**src/rtl/frame_buf_sched_pkg.sv**
```systemverilog
// fb_pkg: shared types and helpers for the frame-buffer scheduler (FB_RD_PRIO_EN selects read-priority arbitration)
package fb_pkg;
  typedef enum logic [1:0] {IDLE, ISSUE, WAIT} fb_state_e;
  typedef enum logic {CL_RD, CL_WR} fb_client_e;
  typedef logic [1:0] fb_idx_t;
  localparam int NUM_BUF = 3;
  // the three indices 0,1,2 xor to 3, so the missing one is 3^a^b
  function automatic fb_idx_t fb_free_idx(fb_idx_t a, fb_idx_t b);
    return fb_idx_t'(2'd3 ^ a ^ b);
  endfunction
endpackage

```
**src/rtl/frame_buf_sched_rr_arb2.sv**
```systemverilog
// fb_rr_arb2: two-client arbiter, round-robin by last grant or fixed read priority under FB_RD_PRIO_EN
module fb_rr_arb2
  import fb_pkg::*;
(
  input  logic clk,
  input  logic rst_n,
  input  logic i_req_rd,
  input  logic i_req_wr,
  input  logic i_upd,
  output logic o_gnt_rd,
  output logic o_gnt_wr
);
`ifdef FB_RD_PRIO_EN
  logic w_unused;
  assign w_unused = ^{clk, rst_n, i_upd};
  assign o_gnt_rd = i_req_rd;
  assign o_gnt_wr = i_req_wr & ~i_req_rd;
`else
  fb_client_e r_last;
  // starting as if write won last lets read take the first tie
  always_ff @(posedge clk or negedge rst_n)
    if (!rst_n) r_last <= CL_WR;
    else if (i_upd) r_last <= o_gnt_wr ? CL_WR : CL_RD;
  assign o_gnt_rd = i_req_rd & (~i_req_wr | (r_last == CL_WR));
  assign o_gnt_wr = i_req_wr & (~i_req_rd | (r_last == CL_RD));
`endif
endmodule

```
**src/rtl/frame_buf_sched.sv**
```systemverilog
// frame_buf_sched: triple-buffer scheduler arbitrating camera writes and LCD reads onto one AXI command port (FB_RD_PRIO_EN: read priority)
module frame_buf_sched
  import fb_pkg::*;
#(
  parameter int              ADDR_W      = 32,
  parameter logic [ADDR_W-1:0] BASE_ADDR = '0,
  parameter int              FRAME_BYTES = 768000,
  parameter int              BURST_LEN   = 16,
  parameter int              DATA_BYTES  = 16
) (
  input  logic              clk,
  input  logic              rst_n,
  input  logic              wr_req,
  input  logic              wr_sof,
  input  logic              rd_req,
  input  logic              rd_sof,
  output logic              cmd_valid,
  input  logic              cmd_ready,
  output logic              cmd_write,
  output logic [ADDR_W-1:0] cmd_addr,
  output logic [7:0]        cmd_len,
  input  logic              cmd_done,
  output logic              wr_grant,
  output logic              rd_grant,
  output logic [1:0]        wr_buf_idx,
  output logic [1:0]        rd_buf_idx
);
  localparam logic [ADDR_W-1:0] FB = ADDR_W'(FRAME_BYTES);
  localparam logic [ADDR_W-1:0] BB = ADDR_W'(BURST_LEN * DATA_BYTES);

  function automatic logic [ADDR_W-1:0] buf_base(fb_idx_t idx);
    return BASE_ADDR + ADDR_W'(idx) * FB;
  endfunction

  fb_state_e         r_state, w_state_nxt;
  logic [ADDR_W-1:0] r_wr_off, r_rd_off, r_cmd_addr;
  fb_idx_t           r_wbuf, r_rbuf, r_latest;
  logic              r_latest_vld, r_wr_pend, r_rd_pend, r_cmd_write, r_wr_grant, r_rd_grant;
  logic              w_gnt_rd, w_gnt_wr, w_apply, w_load, w_hs;
  logic              w_wr_swap, w_lv_a, w_rd_take;
  fb_idx_t           w_latest_a, w_wbuf_a, w_rbuf_a;

  fb_rr_arb2 u_arb (
    .clk      (clk),
    .rst_n    (rst_n),
    .i_req_rd (rd_req & (r_rd_off != FB)),
    .i_req_wr (wr_req & (r_wr_off != FB)),
    .i_upd    (w_load),
    .o_gnt_rd (w_gnt_rd),
    .o_gnt_wr (w_gnt_wr)
  );

  assign w_apply = (r_state == IDLE) & (r_wr_pend | r_rd_pend);
  assign w_load  = (r_state == IDLE) & ~w_apply & (w_gnt_rd | w_gnt_wr);
  assign w_hs    = (r_state == ISSUE) & cmd_ready;

  always_comb
    w_state_nxt = w_load ? ISSUE :
                  w_hs ? WAIT :
                  ((r_state == WAIT) & cmd_done) ? IDLE : r_state;

  always_ff @(posedge clk or negedge rst_n)
    if (!rst_n) r_state <= IDLE;
    else r_state <= w_state_nxt;

  // wr sof resolves first so a rd sof in the same cycle can pick up the frame it just closed
  assign w_wr_swap  = r_wr_pend & (r_wr_off != '0);
  assign w_latest_a = w_wr_swap ? r_wbuf : r_latest;
  assign w_lv_a     = w_wr_swap | r_latest_vld;
  assign w_wbuf_a   = w_wr_swap ? fb_free_idx(r_wbuf, r_rbuf) : r_wbuf;
  assign w_rd_take  = r_rd_pend & w_lv_a;
  assign w_rbuf_a   = w_rd_take ? w_latest_a : r_rbuf;

  always_ff @(posedge clk or negedge rst_n)
    if (!rst_n) begin
      r_wr_off     <= '0;
      r_rd_off     <= '0;
      r_cmd_addr   <= '0;
      r_cmd_write  <= 1'b0;
      r_wbuf       <= '0;
      r_rbuf       <= fb_idx_t'(NUM_BUF - 1);
      r_latest     <= '0;
      r_latest_vld <= 1'b0;
      r_wr_pend    <= 1'b0;
      r_rd_pend    <= 1'b0;
      r_wr_grant   <= 1'b0;
      r_rd_grant   <= 1'b0;
    end else begin
      r_wr_pend  <= wr_sof | (r_wr_pend & ~w_apply);
      r_rd_pend  <= rd_sof | (r_rd_pend & ~w_apply);
      r_wr_grant <= w_hs & r_cmd_write;
      r_rd_grant <= w_hs & ~r_cmd_write;
      if (w_apply) begin
        r_latest     <= w_latest_a;
        r_latest_vld <= w_lv_a & ~w_rd_take;
        r_wbuf       <= w_wbuf_a;
        r_rbuf       <= w_rbuf_a;
        if (r_wr_pend) r_wr_off <= '0;
        if (r_rd_pend) r_rd_off <= '0;
      end
      if (w_load) begin
        r_cmd_write <= w_gnt_wr;
        r_cmd_addr  <= w_gnt_wr ? buf_base(r_wbuf) + r_wr_off : buf_base(r_rbuf) + r_rd_off;
      end
      if (w_hs) begin
        if (r_cmd_write) r_wr_off <= r_wr_off + BB;
        else r_rd_off <= r_rd_off + BB;
      end
    end

  assign cmd_valid  = (r_state == ISSUE);
  assign cmd_write  = r_cmd_write;
  assign cmd_addr   = r_cmd_addr;
  assign cmd_len    = 8'(BURST_LEN - 1);
  assign wr_grant   = r_wr_grant;
  assign rd_grant   = r_rd_grant;
  assign wr_buf_idx = r_wbuf;
  assign rd_buf_idx = r_rbuf;
endmodule

```
**config.mk**
```make
export PLATFORM = sky130hd
export DESIGN_NAME = frame_buf_sched
export DESIGN_NICKNAME = d
export VERILOG_FILES = /design/src/rtl/frame_buf_sched_pkg.sv /design/src/rtl/frame_buf_sched_rr_arb2.sv /design/src/rtl/frame_buf_sched.sv
export SDC_FILE = /design/constraint.sdc
export NUM_CORES = 1
export LEC_CHECK = 0
export CAP_MARGIN = 15
export CELL_PAD_IN_SITES_DETAIL_PLACEMENT = 0
export CELL_PAD_IN_SITES_GLOBAL_PLACEMENT = 1
export CORE_MARGIN = 4
export CORE_UTILIZATION = 30
export CTS_CLUSTER_DIAMETER = 150
export DETAILED_ROUTE_END_ITERATION = 6
export GPL_TIMING_DRIVEN = 0
export MAX_ROUTING_LAYER = met4
export PLACE_DENSITY = 0.64
export SETUP_SLACK_MARGIN = 0.5
export SYNTH_ARGS = -nofsm -noshare
export SYNTH_HDL_FRONTEND = slang
export SYNTH_HIERARCHICAL = 1
export SYNTH_SLANG_ARGS = --single-unit
```
**constraint.sdc**
```tcl
create_clock -name clk -period 4.4 [get_ports clk]
set_input_delay 0.66 -clock clk [delete_from_list [all_inputs] [get_ports clk]]
set_output_delay 0.66 -clock clk [all_outputs]
set_load 0.05 [all_outputs]
```
==> results of run 1 <==
how the worst max path moves through the flow:
stage / from / end / slack (ps) / depth (start not counted)
after floorplan: wr_buf_idx[0]$_DFFE_PN0P_ / cmd_addr[23]$_DFFE_PN0P_ / 1420 / 9
after global placement: rst_n / r_wr_off[10]$_DFF_PN0_ / -2100 / 1
after detailed placement: r_wr_off[8]$_DFF_PN0_ / cmd_addr[18]$_DFFE_PN0P_ / 700 / 12
after CTS: r_wr_off[8]$_DFF_PN0_ / cmd_addr[18]$_DFFE_PN0P_ / 660 / 12
after global routing: r_wr_off[8]$_DFF_PN0_ / cmd_addr[28]$_DFFE_PN0P_ / 510 / 12
final: r_wr_off[8]$_DFF_PN0_ / cmd_addr[28]$_DFFE_PN0P_ / 800 / 12
critical path: stages (launching register included):
cell and delay (ps):
dfrtp_1 450, inv_1 110, ha_1 150, nor4b_1 230, nand4_1 260, o41a_1 530
a21boi_2 180, clkbuf_1 200, o21ai_1 280, clkbuf_1 470, clkbuf_1 460, nand2_1 100
o221ai_1 90
per-layer routing:
| metal | GRT usage (%) | wire, microns | vias to the layer above |
|---|---|---|---|
| met5 | - | 0 | - |
| met3 | 3.134 | 749 | 18 |
| li1 | - | - | 2702 |
| met2 | 24.35 | 8440 | 105 |
| met1 | 24.44 | 9866 | 2670 |
| met4 | 3.605 | 245 | 0 |
power by group through the flow:
stage	registers (W)	logic [W]	clock network [W]
4_1_cts	0.00128	0.00155	0.000954
5_1_grt	0.00130	0.00167	0.000994
6_report	0.00128	0.00154	0.000922
3_3_place_gp	0.00130	0.00154	0
2_1_floorplan	0.00156	0.000733	0
3_5_place_dp	0.00130	0.00154	0
cell families (layout without fill, tap and decap cells):
logic type / Yosys count / count (layout)
DFF: 111 / 111
other: 2 / 8
adders and majority gates: 38 / 38
AOI/OAI and AO/OA: 161 / 161
buffers and inverters: 64 / 128
xor gates and xnor gates: 40 / 40
muxes: 29 / 29
and+or+nand+nor: 270 / 270
cells in the mapped netlist, drive strengths merged (3+ instances only):
| cell type | number | area (sq um) |
|---|---|---|
| inv | 24 | 90.09 |
| buf | 15 | 98.85 |
| a221oi | 4 | 41.29 |
| clkbuf | 24 | 91.33 |
| mux2i | 27 | 270.3 |
| nor4b | 5 | 43.79 |
| and3 | 8 | 50.05 |
| a21oi | 31 | 155.2 |
| dfrtp | 109 | 2728 |
| and2 | 24 | 152.6 |
| nor3 | 11 | 75.07 |
| nand3 | 44 | 225.2 |
| a211oi | 8 | 60.06 |
| o31ai | 10 | 75.07 |
| nor2b | 3 | 18.77 |
| o21a | 3 | 22.52 |
| or3 | 4 | 25.02 |
| a21o | 9 | 67.56 |
| nand4 | 19 | 118.9 |
| nand2b | 6 | 37.54 |
| nor2 | 32 | 120.1 |
| a31oi | 9 | 56.30 |
| o21ai | 49 | 245.2 |
| o211ai | 11 | 82.58 |
| xnor2 | 32 | 280.3 |
| or2 | 3 | 18.77 |
| o21bai | 3 | 22.52 |
| nand2 | 91 | 341.6 |
| nor4 | 12 | 90.09 |
| xor2 | 8 | 70.07 |
| o221ai | 7 | 61.31 |
| ha | 36 | 450.4 |
flip-flops by register name, summed over array words and instances (netlist names):
signal / flops
r_rd_off: 32
u_arb/r_last: 1
wr_grant: 1
r_wr_off: 32
wr_buf_idx: 2
r_rd_pend: 1
r_latest: 2
rd_grant: 1
cmd_write: 1
cmd_addr: 32
r_wr_pend: 1
rd_buf_idx: 2
r_state: 2
r_latest_vld: 1
stage by stage:
step                hold slack, ps  cells  utilization [%]  area (sq um)  power [W]
floorplan                    364.4    721                -          6686   0.002294
global placement             470.0   1048            34.40          7507   0.002843
detailed placement           478.6   1049            34.53          7536   0.002847
CTS                          175.2   1065            36.06          7869   0.003786
global route                 190.1   1065            36.06          7870   0.003963
finish                       177.8   1065            36.06          7870   0.003736
cell type report:
class	count	share of cell area, %
Sequential cell	111	35.33
Timing Repair Buffer	48	6.343
Inverter	25	1.192
Multi-Input combinational cell	546	46.03
Clock inverter	7	1.367
Clock buffer	9	2.862
Buffer	39	2.432
Tap cell	280	4.452
repair_timing:
item                       in CTS  in global routing
setup endpoints to repair       0                 10
gates resized for setup         0                  2
hold endpoints to repair        0                  0
placed cells by master (no fill, tap or decap), types with 27 or more instances in the layout:
cell | Yosys | routed
dfrtp_1 | 109 | 109
nand2_1 | 91 | 91
clkdlybuf4s50_1 | 0 | 46
nand3_1 | 43 | 43
ha_1 | 36 | 36
o21ai_1 | 35 | 35
nor2_1 | 32 | 32
xnor2_1 | 32 | 32
a21oi_1 | 31 | 31
mux2i_1 | 27 | 27
==> results_dict.tcl, run 1 <==
set metrics [dict create \
    combPwrFrac_pct 41.1 \
    wire_per_inst_microns 18.12 \
    slew_violations 0 \
    drt_wl_total_microns 19300 \
    power_frac_clock_pct 24.7 \
    cts_max_level 3 \
    crit_arrival_ps 3880 \
    p_switching_w 0.001630 \
    vias 5495 \
    yosysSeqAreaShare_pct 41.72 \
    grt_pass1_vias 5315 \
    fin_setup_tns_ps 0 \
    synthSimpleGateAreaFrac_pct 21.09 \
    fmax_mhz 277.4 \
    pre_cts_slack_ps 703.9 \
    num_rows 54 \
    syn_area_sq_um 6664 \
    grt_pass1_wl_microns 31000 \
    drt_first_iter_violations 291 \
    synthMuxAreaShare_pct 4.450 \
    crit_path_max_fanout 10 \
    drc 0 \
    ys_types 70 \
    r2r_slack_ps 800 \
    ioPinCount 56 \
    max_cap_viol_count 0 \
    seq_area_sq_um 2780 \
    finalCritPeriodShare_pct 81.93 \
    synthToLayoutAreaGrowth_pct 18.10 \
    hold_class "input port to async pin" \
    gp_congestion 0.8075 \
    clock_latency_ps 380 \
    viasPerCell 5.160 \
    synth_compound_gate_area_share_pct 15.75 \
    synth_xor_area_share_pct 5.257 \
    p_leak_nw 3.398 \
    rsz0062_at_grt "no" \
    setup_viol 0 \
    root_buffer "clkbuf_16" \
    path_class "flip-flop to flip-flop" \
    antenna_left 0 \
    synth.avg_cell_area_sq_um 9.320 \
    yosys_warnings 6 \
    nets 826 \
    diodes 0 \
    clock_skew_ps 14.77 \
    antenna_found_initial 0 \
    portBuffers 47 \
    grt_usage_pct 16.77 \
    r2r_start "r_wr_off[8]$_DFF_PN0_" \
    die_area_sq_um 24660 \
    synth-edff-count 0 \
    internal-power_w 0.002106 \
    synth_ff_type "dfrtp_1" \
    multi_input_area_sq_um 3622 \
    synth_top_family_by_area "simple AND/OR/NAND/NOR gates" \
    syn-instance-count 715 \
    worst-r2r-cell-count 12 \
    dieWidth_microns 157.0 \
    cp-end-kind "flip-flop" \
    hold_viol_final 0 \
    peakVddDrop_v 0.0002398 \
    fillers 2284 \
    layout-drive-gt1-share_pct 6.497 \
    clk_pin_slew_ps 80 \
    cts_tree "done" \
    period_minus_slack_ps 3605 \
    postCtsSetupRepairBufs 0 \
    first_pass_iters 5 \
    dp_hpwl_microns 14380 \
    grt_overflow_total 0 \
    setup_slack_ps 795.0 \
    slew_headroom_pct 35.87 \
    grt_max_degree 82 \
    reg2reg_to "cmd_addr[28]$_DFFE_PN0P_" \
    core_sq_um 21820 \
    swShare_pct 43.64 \
    clock_sinks 111 \
    clockBufferDepth 2 \
    async_flop_share_pct 100.0 \
    synthAdderAreaFrac_pct 7.360 \
    postCtsHoldBufs 0 \
    tightest_slew_ps 953.2 \
    ys_ff_latch 111 \
    numCtsBuffers 9 \
    power_density_nw_per_um2 474.7 \
    die-height_microns 157.0 \
    critPathLaunchType "flip-flop" \
    start_util_pct 30.54 \
    status "finished clean" \
    power.share.sequential_pct 34.2 \
    required_ps 4680 \
]
No activity file was read; power rests on OpenSTA's default activity.
==> run 2: changes to the inputs <==
clock period = 3.5 ns   (was 4.4 ns; I/O delays follow)
==> run 2 against run 1 <==
Compared with the run above: first-iteration DRC count decreased by 16%; sequential share of layout area decreased by 0.58 points; non-clock buffer count grew 3; clock power up 25%; fmax is 25% higher; global-route usage about the same; clock skew about the same; count of clock-buffer cells in the layout unchanged; die area unchanged; via count shrank 0.82%; core utilization up 0.64 points; sequential power up 26%.
==> results_dict.tcl, run 2 (synthesis gave the netlist of run 1 again) <==
set metrics [dict create \
    status "finished clean" \
    start_util_pct 30.54 \
    antenna_left 0 \
    numCtsBuffers 9 \
    dieWidth_microns 157.0 \
    layout-drive-gt1-share_pct 10.15 \
    first_pass_iters 4 \
    dp_cells 1049 \
    r2r_start "r_wr_off[8]$_DFF_PN0_" \
    reg2reg_to "cmd_addr[24]$_DFFE_PN0P_" \
    layout.cells.most_common "dfrtp_1" \
    synthToLayoutAreaGrowth_pct 20.18 \
    grt_overflow_total 0 \
    dp_hpwl_microns 14380 \
    ioPinCount 56 \
    portBuffers 47 \
    r2r_slack_ps 610 \
    cts_tree "done" \
    slew_headroom_pct 27.05 \
    wire_per_inst_microns 18.16 \
    hold_viol_final 0 \
    period_minus_slack_ps 2886 \
    power.share.sequential_pct 34.0 \
    nets 829 \
    whs_ps 47.33 \
    gp_congestion 0.8075 \
    die-height_microns 157.0 \
    p_leak_nw 3.458 \
    grt_max_degree 82 \
    drt_wl_total_microns 19400 \
    combPwrFrac_pct 41.7 \
    vias 5450 \
    final_cell_mix "dfrtp_1, nand2_1, clkdlybuf4s50_1" \
    path_class "flip-flop to flip-flop" \
    p_switching_w 0.002070 \
    clock_sinks 111 \
    crit_arrival_ps 3170 \
    power_w 0.004746 \
    root_buffer "clkbuf_16" \
    power_density_nw_per_um2 592.6 \
    antenna_found_initial 0 \
    clk_pin_slew_ps 80 \
    slew_violations 0 \
    power_frac_clock_pct 24.3 \
    tightest_slew_ps 1084 \
    final_cells 1068 \
    cp-end-kind "flip-flop" \
    internal-power_w 0.002676 \
    critPathLaunchType "flip-flop" \
    peakVddDrop_v 0.0003020 \
    viasPerCell 5.103 \
    finalCritPeriodShare_pct 82.45 \
    grt_pass1_wl_microns 31110 \
    grt_usage_pct 16.82 \
    hold_class "input port to async pin" \
    core_sq_um 21820 \
    pre_cts_slack_ps -196.1 \
    clock_skew_ps 15.21 \
    die_area_sq_um 24660 \
    required_ps 3790 \
    drt_first_iter_violations 244 \
    worst-r2r-cell-count 13 \
    setup_slack_ps 614.4 \
    grt_pass1_vias 5350 \
    clockBufferDepth 2 \
    fmax_mhz 346.5 \
    diodes 0 \
    drc 0 \
    postCtsHoldBufs 0 \
    cts_max_level 3 \
    crit_path_max_fanout 8 \
    clock_latency_ps 370 \
    num_rows 54 \
    rsz0062_at_grt "yes" \
    swShare_pct 43.61 \
    setup_viol 0 \
    fillers 2277 \
    max_cap_viol_count 0 \
]
## run 2: changes by cell type in the layout (fill, tap and decap cells not counted), sizes merged
cell,change
clkbuf,-1
buf,+4
## run 2: power by group through the flow
| stage | registers [W] | clock network, W | logic, W |
|---|---|---|---|
| after floorplan | 0.00196 | 0 | 0.000922 |
| after global placement | 0.00164 | 0 | 0.00194 |
| after detailed placement | 0.00164 | 0 | 0.00194 |
| after CTS | 0.00161 | 0.00120 | 0.00197 |
| after global routing | 0.00163 | 0.00125 | 0.00214 |
| final | 0.00161 | 0.00115 | 0.00198 |
## run 2: final cells by class
type | instances | area (sq um) | area share [%]
repair buffers | 51 | 521.8 | 6.515
plain buffers | 39 | 221.5 | 2.765
well taps | 280 | 350.3 | 4.374
inverters | 25 | 93.84 | 1.172
flip-flops and latches | 111 | 2783 | 34.74
clock buffers | 9 | 225.2 | 2.812
multi-input cells | 546 | 3706 | 46.27
clock inverters | 7 | 107.6 | 1.344
## run 2: how the worst max path moves through the flow
stage                                          from                        to  slack [ps]
after floorplan           wr_buf_idx[0]$_DFFE_PN0P_  cmd_addr[23]$_DFFE_PN0P_         520
after global placement                        rst_n    r_wr_off[10]$_DFF_PN0_       -2860
after detailed placement      r_wr_off[8]$_DFF_PN0_  cmd_addr[18]$_DFFE_PN0P_        -200
after CTS                 rd_buf_idx[0]$_DFFE_PN0P_  cmd_addr[18]$_DFFE_PN0P_         490
after global routing         r_wr_off[10]$_DFF_PN0_  cmd_addr[23]$_DFFE_PN0P_         450
final                         r_wr_off[8]$_DFF_PN0_  cmd_addr[24]$_DFFE_PN0P_         610
## run 2: repair_timing
| item | CTS | global route |
|---|---|---|
| gates resized for setup | 18 | 22 |
| pin swaps | 2 | 3 |
| endpoints found under the setup margin | 35 | 35 |
| buffers inserted | 1 | 2 |
## run 2: per-stage QoR
stage          instance area [sq um]  setup TNS (ps)  utilization (%)
2_1_floorplan                   6686               0                -
3_3_place_gp                    7507         -316140            34.40
3_5_place_dp                    7536           -2521            34.53
4_1_cts                         7920               0            36.29
5_1_grt                         8009               0            36.70
6_report                        8009               0            36.70
## run 2: worst max-delay path, cell delays in order, from the launching register on
cell	delay [ps]
dfrtp_1	450
inv_1	110
ha_1	160
nor4b_2	200
nand4_1	220
o41a_1	420
a21boi_2	180
clkbuf_4	180
inv_2	70
nand3_1	80
or3_1	340
a211oi_1	230
a211oi_1	80
o21ai_1	70
## run 2: routing by layer
metal  vias up  track usage (%)  share of wire [%]
li1       2705                -                  -
met5         -                -                  0
met4         0            3.605                1.1
met3        16            3.134                3.4
met1      2643            24.36                 51
met2        86            24.59                 44
